$ cat config.mk
export PLATFORM = sky130hd
export DESIGN_NAME = gpio_capture
export DESIGN_NICKNAME = d
export VERILOG_FILES = /design/src/rtl/gpio_capture_pkg.sv /design/src/rtl/gpio_evt_fifo.sv /design/src/rtl/gpio_capture.sv
export SDC_FILE = /design/constraint.sdc
export NUM_CORES = 1
export LEC_CHECK = 0
export BUFFER_PORTS_ARGS = -buffer_cell sky130_fd_sc_hd__buf_2
export CAP_MARGIN = 20
export CORE_ASPECT_RATIO = 1.4
export CORE_MARGIN = 5
export CORE_UTILIZATION = 55
export DETAILED_ROUTE_END_ITERATION = 8
export HOLD_SLACK_MARGIN = 0.12
export PLACE_DENSITY = 0.75
export SLEW_MARGIN = 20
export SYNTH_ARGS = -nofsm -noshare
export SYNTH_HDL_FRONTEND = slang
export SYNTH_SLANG_ARGS = --single-unit
$ cat constraint.sdc
create_clock -name clk -period 4.91 [get_ports clk]
set_input_delay 0.982 -clock clk [delete_from_list [all_inputs] [get_ports clk]]
set_output_delay 0.982 -clock clk [all_outputs]
set_load 0.05 [all_outputs]
$ cat src/rtl/gpio_capture_pkg.sv
// Shared constants and the event record for the GPIO capture block.
// The event record is sized by GPIO_WIDTH; instantiate gpio_capture with WIDTH equal to it.
package gpio_capture_pkg;

    localparam int GPIO_WIDTH       = 32;
    localparam int GPIO_SYNC_STAGES = 2;
    localparam int GPIO_EVT_DEPTH   = 4;

    typedef struct packed {
        logic [GPIO_WIDTH-1:0] mask;
        logic [GPIO_WIDTH-1:0] data;
    } gpio_evt_t;

endpackage

$ cat src/rtl/gpio_evt_fifo.sv
// Event FIFO: circular storage plus a registered head slot, so that head data
// never comes combinationally from the storage array. Occupancy counts both.
module gpio_evt_fifo
    import gpio_capture_pkg::*;
#(
    parameter int DEPTH = GPIO_EVT_DEPTH
) (
    input  logic      clk,
    input  logic      rst_n,
    input  logic      push,
    input  gpio_evt_t push_data,
    input  logic      pop,
    output logic      full,
    output logic      empty,
    output gpio_evt_t head
);

    localparam int AW = $clog2(DEPTH);
    localparam int CW = $clog2(DEPTH + 1);

    gpio_evt_t       mem [DEPTH];
    logic [AW-1:0]   wr_ptr;
    logic [AW-1:0]   rd_ptr;
    logic [CW-1:0]   mem_count;
    logic [CW-1:0]   total;
    logic            head_valid;
    logic            do_pop;
    logic            do_push;
    logic            mem_rd;

    assign empty   = ~head_valid;
    assign total   = mem_count + CW'(head_valid);
    assign full    = (total == CW'(DEPTH));
    assign do_pop  = pop & head_valid;
    // A pop frees a slot in the same cycle, so a push on a full FIFO is kept.
    assign do_push = push & (~full | do_pop);
    assign mem_rd  = (mem_count != '0) & (~head_valid | do_pop);

    always_ff @(posedge clk) begin
        if (do_push) begin
            mem[wr_ptr] <= push_data;
        end
    end

    always_ff @(posedge clk or negedge rst_n) begin
        if (!rst_n) begin
            wr_ptr     <= '0;
            rd_ptr     <= '0;
            mem_count  <= '0;
            head_valid <= 1'b0;
            head       <= '0;
        end else begin
            if (do_push) begin
                wr_ptr <= wr_ptr + 1'b1;
            end
            if (mem_rd) begin
                rd_ptr <= rd_ptr + 1'b1;
            end
            mem_count <= mem_count + CW'(do_push) - CW'(mem_rd);
            if (mem_rd) begin
                head       <= mem[rd_ptr];
                head_valid <= 1'b1;
            end else if (do_pop) begin
                head_valid <= 1'b0;
            end
        end
    end

endmodule

$ cat src/rtl/gpio_capture.sv
// GPIO receive block: synchronizes pins and ext_clk, captures per bit on clk or an
// ext_clk edge, and queues every change of gpio_q as an event. Optional irq output: GPIO_CAPTURE_IRQ_EN.
module gpio_capture
    import gpio_capture_pkg::*;
#(
    parameter int WIDTH       = GPIO_WIDTH,
    parameter int SYNC_STAGES = GPIO_SYNC_STAGES,
    parameter int FIFO_DEPTH  = GPIO_EVT_DEPTH
) (
    input  logic             clk,
    input  logic             rst_n,
    input  logic [WIDTH-1:0] gpio_in,
    input  logic             ext_clk,
    input  logic [WIDTH-1:0] use_ext_clk,
    input  logic [WIDTH-1:0] ext_clk_edge,
    output logic [WIDTH-1:0] gpio_q,
    output logic             evt_valid,
    input  logic             evt_ready,
    output logic [WIDTH-1:0] evt_mask,
    output logic [WIDTH-1:0] evt_data,
    output logic             evt_ovf,
    input  logic             ovf_clr
`ifdef GPIO_CAPTURE_IRQ_EN
    ,
    output logic             irq
`endif
);

    logic [SYNC_STAGES-1:0][WIDTH-1:0] gpio_sync;
    logic [SYNC_STAGES-1:0]            ext_sync;
    logic [WIDTH-1:0]                  gpio_s;
    logic                              ext_s;
    logic                              ext_d;
    logic                              rise;
    logic                              fall;
    logic [WIDTH-1:0]                  cap_en;
    logic [WIDTH-1:0]                  gpio_q_d;
    logic [WIDTH-1:0]                  chg;
    logic                              evt_push;
    logic                              evt_pop;
    logic                              fifo_full;
    logic                              fifo_empty;
    logic                              drop;
    gpio_evt_t                         evt_in;
    gpio_evt_t                         evt_head;

    always_ff @(posedge clk or negedge rst_n) begin
        if (!rst_n) begin
            gpio_sync <= '0;
            ext_sync  <= '0;
            ext_d     <= 1'b0;
        end else begin
            gpio_sync <= {gpio_sync[SYNC_STAGES-2:0], gpio_in};
            ext_sync  <= {ext_sync[SYNC_STAGES-2:0], ext_clk};
            ext_d     <= ext_s;
        end
    end

    assign gpio_s = gpio_sync[SYNC_STAGES-1];
    assign ext_s  = ext_sync[SYNC_STAGES-1];
    assign rise   = ext_s & ~ext_d;
    assign fall   = ~ext_s & ext_d;

    // Per-bit load enable: always for clk-captured bits, else only on the selected strobe edge.
    assign cap_en = ~use_ext_clk
                  | (use_ext_clk & ext_clk_edge & {WIDTH{rise}})
                  | (use_ext_clk & ~ext_clk_edge & {WIDTH{fall}});

    always_ff @(posedge clk or negedge rst_n) begin
        if (!rst_n) begin
            gpio_q   <= '0;
            gpio_q_d <= '0;
        end else begin
            gpio_q   <= (gpio_q & ~cap_en) | (gpio_s & cap_en);
            gpio_q_d <= gpio_q;
        end
    end

    assign chg         = gpio_q ^ gpio_q_d;
    assign evt_push    = |chg;
    assign evt_in.mask = chg;
    assign evt_in.data = gpio_q;
    assign evt_valid   = ~fifo_empty;
    assign evt_pop     = evt_valid & evt_ready;
    assign drop        = evt_push & fifo_full & ~evt_pop;

    always_ff @(posedge clk or negedge rst_n) begin
        if (!rst_n) begin
            evt_ovf <= 1'b0;
        end else if (drop) begin
            evt_ovf <= 1'b1;
        end else if (ovf_clr) begin
            evt_ovf <= 1'b0;
        end
    end

    gpio_evt_fifo #(
        .DEPTH (FIFO_DEPTH)
    ) u_evt_fifo (
        .clk       (clk),
        .rst_n     (rst_n),
        .push      (evt_push),
        .push_data (evt_in),
        .pop       (evt_pop),
        .full      (fifo_full),
        .empty     (fifo_empty),
        .head      (evt_head)
    );

    assign evt_mask = evt_head.mask;
    assign evt_data = evt_head.data;

`ifdef GPIO_CAPTURE_IRQ_EN
    // Non-empty is judged by the visible head, so irq trails evt_valid by one cycle.
    always_ff @(posedge clk or negedge rst_n) begin
        if (!rst_n) begin
            irq <= 1'b0;
        end else begin
            irq <= evt_valid | evt_ovf;
        end
    end
`endif

endmodule

==> impl_metrics.csv <==
group,metric,value,unit
logic_synthesis,ys_warn_count,0,
floorplan,die_width,161,µm
timing,drv_slew,0,
floorplan,initial_utilization,55.8,%
worst_setup_path,cp-end-kind,"register",
grt,grt_overflow,0,
final_layout,num-nets-final,1361,
floorplan,die_area,0.0358,mm²
logic_synthesis,ys_seq_elements,460,
cts,clk_pin_slew,0.06,ns
worst_setup_path,start_kind,"register",
logic_synthesis,syn_inst,1038,
job,cap_viol_max_count,0,
cts,clock_latency,0.54,ns
power_and_ir_drop,ir_worst_vdd,381,µV
worst_setup_path,cp_max_fo,30,
cts,h-tree-depth,2,
cts,post_cts_buffers,0,
timing,min_period,3.07,ns
timing,rsz0062_at_grt,"no",
worst_setup_path,r2r_end,"u_evt_fifo.mem[0][42]",
route,vias_per_cell,5.78,
placed_design,io_buffers,198,
grt,grt_max_degree,108,
cts,cts_tree,"done",
placed_design,dpl-instance-area,0.0191,mm²
timing,tightest_slew,1.12,ns
final_layout,final_common_cell,"edfxtp_1",
floorplan,coreArea,0.0316,mm²
worst_setup_path,worstPathCellList,"xor2_1, nor4_1, nand4_1, o21ai_4, nor2_4, buf_4",
worst_setup_path,reg2reg_depth,6,
worst_setup_path,critPathArrivalTime,3.29,ns
min_path,min_to,"gpio_s[5]",
worst_setup_path,worst-path-buf-inv,1,
route,ant_nets,0,
final_layout,fin_area,0.0205,mm²
grt,antenna_found_initial,3,
logic_synthesis,yosysUniqueCellTypes,34,
placed_design,finalWeightedCongestion,0.758,
power_and_ir_drop,p_leak,7.83,nW
floorplan,pin_count,199,
cts,cts.path.max_buffers,3,
logic_synthesis,synth_fp_nets,1148,
power_and_ir_drop,fin_total_pwr,13.9,mW
worst_setup_path,crit_slowest_cell,"nor2_4",
final_layout,layout_common_cells,"edfxtp_1 (256), dfrtp_1 (200), buf_2 (197)",
timing,hold_viol,0,
logic_synthesis,synth-edff-count,256,
timing,fin_crit_sh,62.6,%
worst_setup_path,cpLargestDelayFamily,"simple AND/OR/NAND/NOR gates",
timing,finalSetupViolations,0,
final_layout,multiInputGateArea,0.00460,mm²
logic_synthesis,syn_avg_cell_area,17.0,µm²
placed_design,dp_hpwl,22800,µm
cts,cts.repair.resized,0,
cts,cts_root_buffer,"clkbuf_16",
timing,fmax,325,MHz
timing,clock_skew,0.0220,ns
cts,cts_buffers,41,
logic_synthesis,async_reset_ff_share,44.3,%
timing,slew_headroom,25.3,%
min_path,hold_start,"gpio_sync[5]",
grt,grt_pass1_wl,57300,µm
timing,whs,0.341,ns
timing,setup_slack,1.84,ns
worst_setup_path,critPathKind,"register to register",
logic_synthesis,ys.flop_type,"edfxtp_1",
power_and_ir_drop,power.density,679,mW/mm²
route,vias,9712,
final_layout,areaGrowthSynthToFinish,16.5,%
final_layout,fillers,2185,
final_layout,regArea,0.0128,mm²
cts,ctsHoldBuffers,0,
cts,cts.sinks,460,
grt,grtUsageTotal,20.6,%
floorplan,fp.dieH,222,µm
placed_design,place_worst_setup_slack,1.78,ns
worst_setup_path,cpPeakStageDelay,0.84,ns
final_layout,fin_cells,1681,
final_layout,fin_util,65.0,%
route,wl_per_cell,21.5,µm
min_path,whs_path_depth,0,
route,drt_iter0_markers,692,
route,first_pass_iters,5,
grt,grt_pass1_vias,10100,
min_path,hp-class,"register to register",
timing,setup_tns,0,ns
logic_synthesis,synthesis.area,0.0176,mm²
placed_design,dp.cells,1602,
worst_setup_path,rrSetupSlack,1.84,ns
worst_setup_path,cp.required,5.13,ns
outcome,status,"finished, final reports clean",
route,drcViolationCount,0,
floorplan,num_rows,77,
logic_synthesis,seq_area_frac_synth,72.6,%
final_layout,drive_above_1_share,32.5,%
route,wl,36200,µm
[report_power, final]
group	internal [mW]	switching, mW	leakage (nW)	total [mW]
sequential	5.66	0.642	4.75	6.30
clock	2.00	1.34	0.698	3.34
combinational	1.56	2.73	2.38	4.29
total	9.21	4.72	7.83	13.9
[flip-flops by register name, summed over array words and instances, names as in the netlist, named ones only]
register	cells
u_evt_fifo.mem	256
u_evt_fifo.head	64
gpio_q_d	32
gpio_s	32
gpio_sync	32
u_evt_fifo.mem_count	3
ext_sync	2
u_evt_fifo.rd_ptr	2
u_evt_fifo.wr_ptr	2
evt_ovf	1
ext_d	1
u_evt_fifo.head_valid	1
[cell usage after synthesis (4+ instances only)]
master,instances,area (µm²)
edfxtp_1,256,7690
dfrtp_1,204,5100
nor2_1,68,255
o21ai_0,65,325
a21oi_1,64,320
mux2_2,64,721
mux4_2,64,1440
xor2_1,34,298
nand2b_1,31,194
nor2b_1,31,194
o32a_1,31,310
or3_1,31,194
clkbuf_1,27,101
inv_1,15,56.3
buf_4,8,60.1
ha_1,8,100
nor4_1,7,43.8
buf_2,6,30.0
nand2_1,4,15.0
[final cells by class]
type	count	area share, %
inverters	16	0.293
repair buffers	214	5.52
flip-flops and latches	460	62.4
well taps	395	2.41
clock inverters	25	1.48
multi-input cells	518	22.4
clock buffers	51	5.49
diodes	2	0.0244
[cell families (layout without fill, tap and decap cells)]
logic type / count (synthesis) / in the layout / synth area share [%]
XOR/XNOR: 37 / 37 / 1.84
flip-flops: 460 / 460 / 72.6
buffers and inverters: 60 / 306 / 1.49
adder cells (fa/ha/maj): 9 / 9 / 0.682
other: 0 / 2 / 0
AND/OR/NAND/NOR: 178 / 178 / 5.33
multiplexers: 129 / 129 / 12.4
AO/OA/AOI/OAI: 165 / 165 / 5.70
[worst max path at each step]
stage / startpoint / endpoint / slack, ns / depth (start not counted)
5_1_grt: register / u_evt_fifo.mem[0][0] / 1.63 / 6
3_5_place_dp: evt_ready / u_evt_fifo.mem[0][46] / 1.78 / 5
6_report: register / u_evt_fifo.mem[0][42] / 1.84 / 6
3_3_place_gp: evt_ready / u_evt_fifo.mem[0][46] / 1.78 / 5
4_1_cts: register / u_evt_fifo.mem[0][33] / 1.80 / 6
2_1_floorplan: u_evt_fifo.head_valid / u_evt_fifo.mem[0][0] / 0.23 / 7
[routing by layer]
metal  GRT usage (%)  routed length (µm)
met1            28.0               14700
met2            33.9               18400
met3            4.30                2250
met4            6.33                 890
met5               0                   0
No activity file was read; power rests on OpenSTA's default activity.
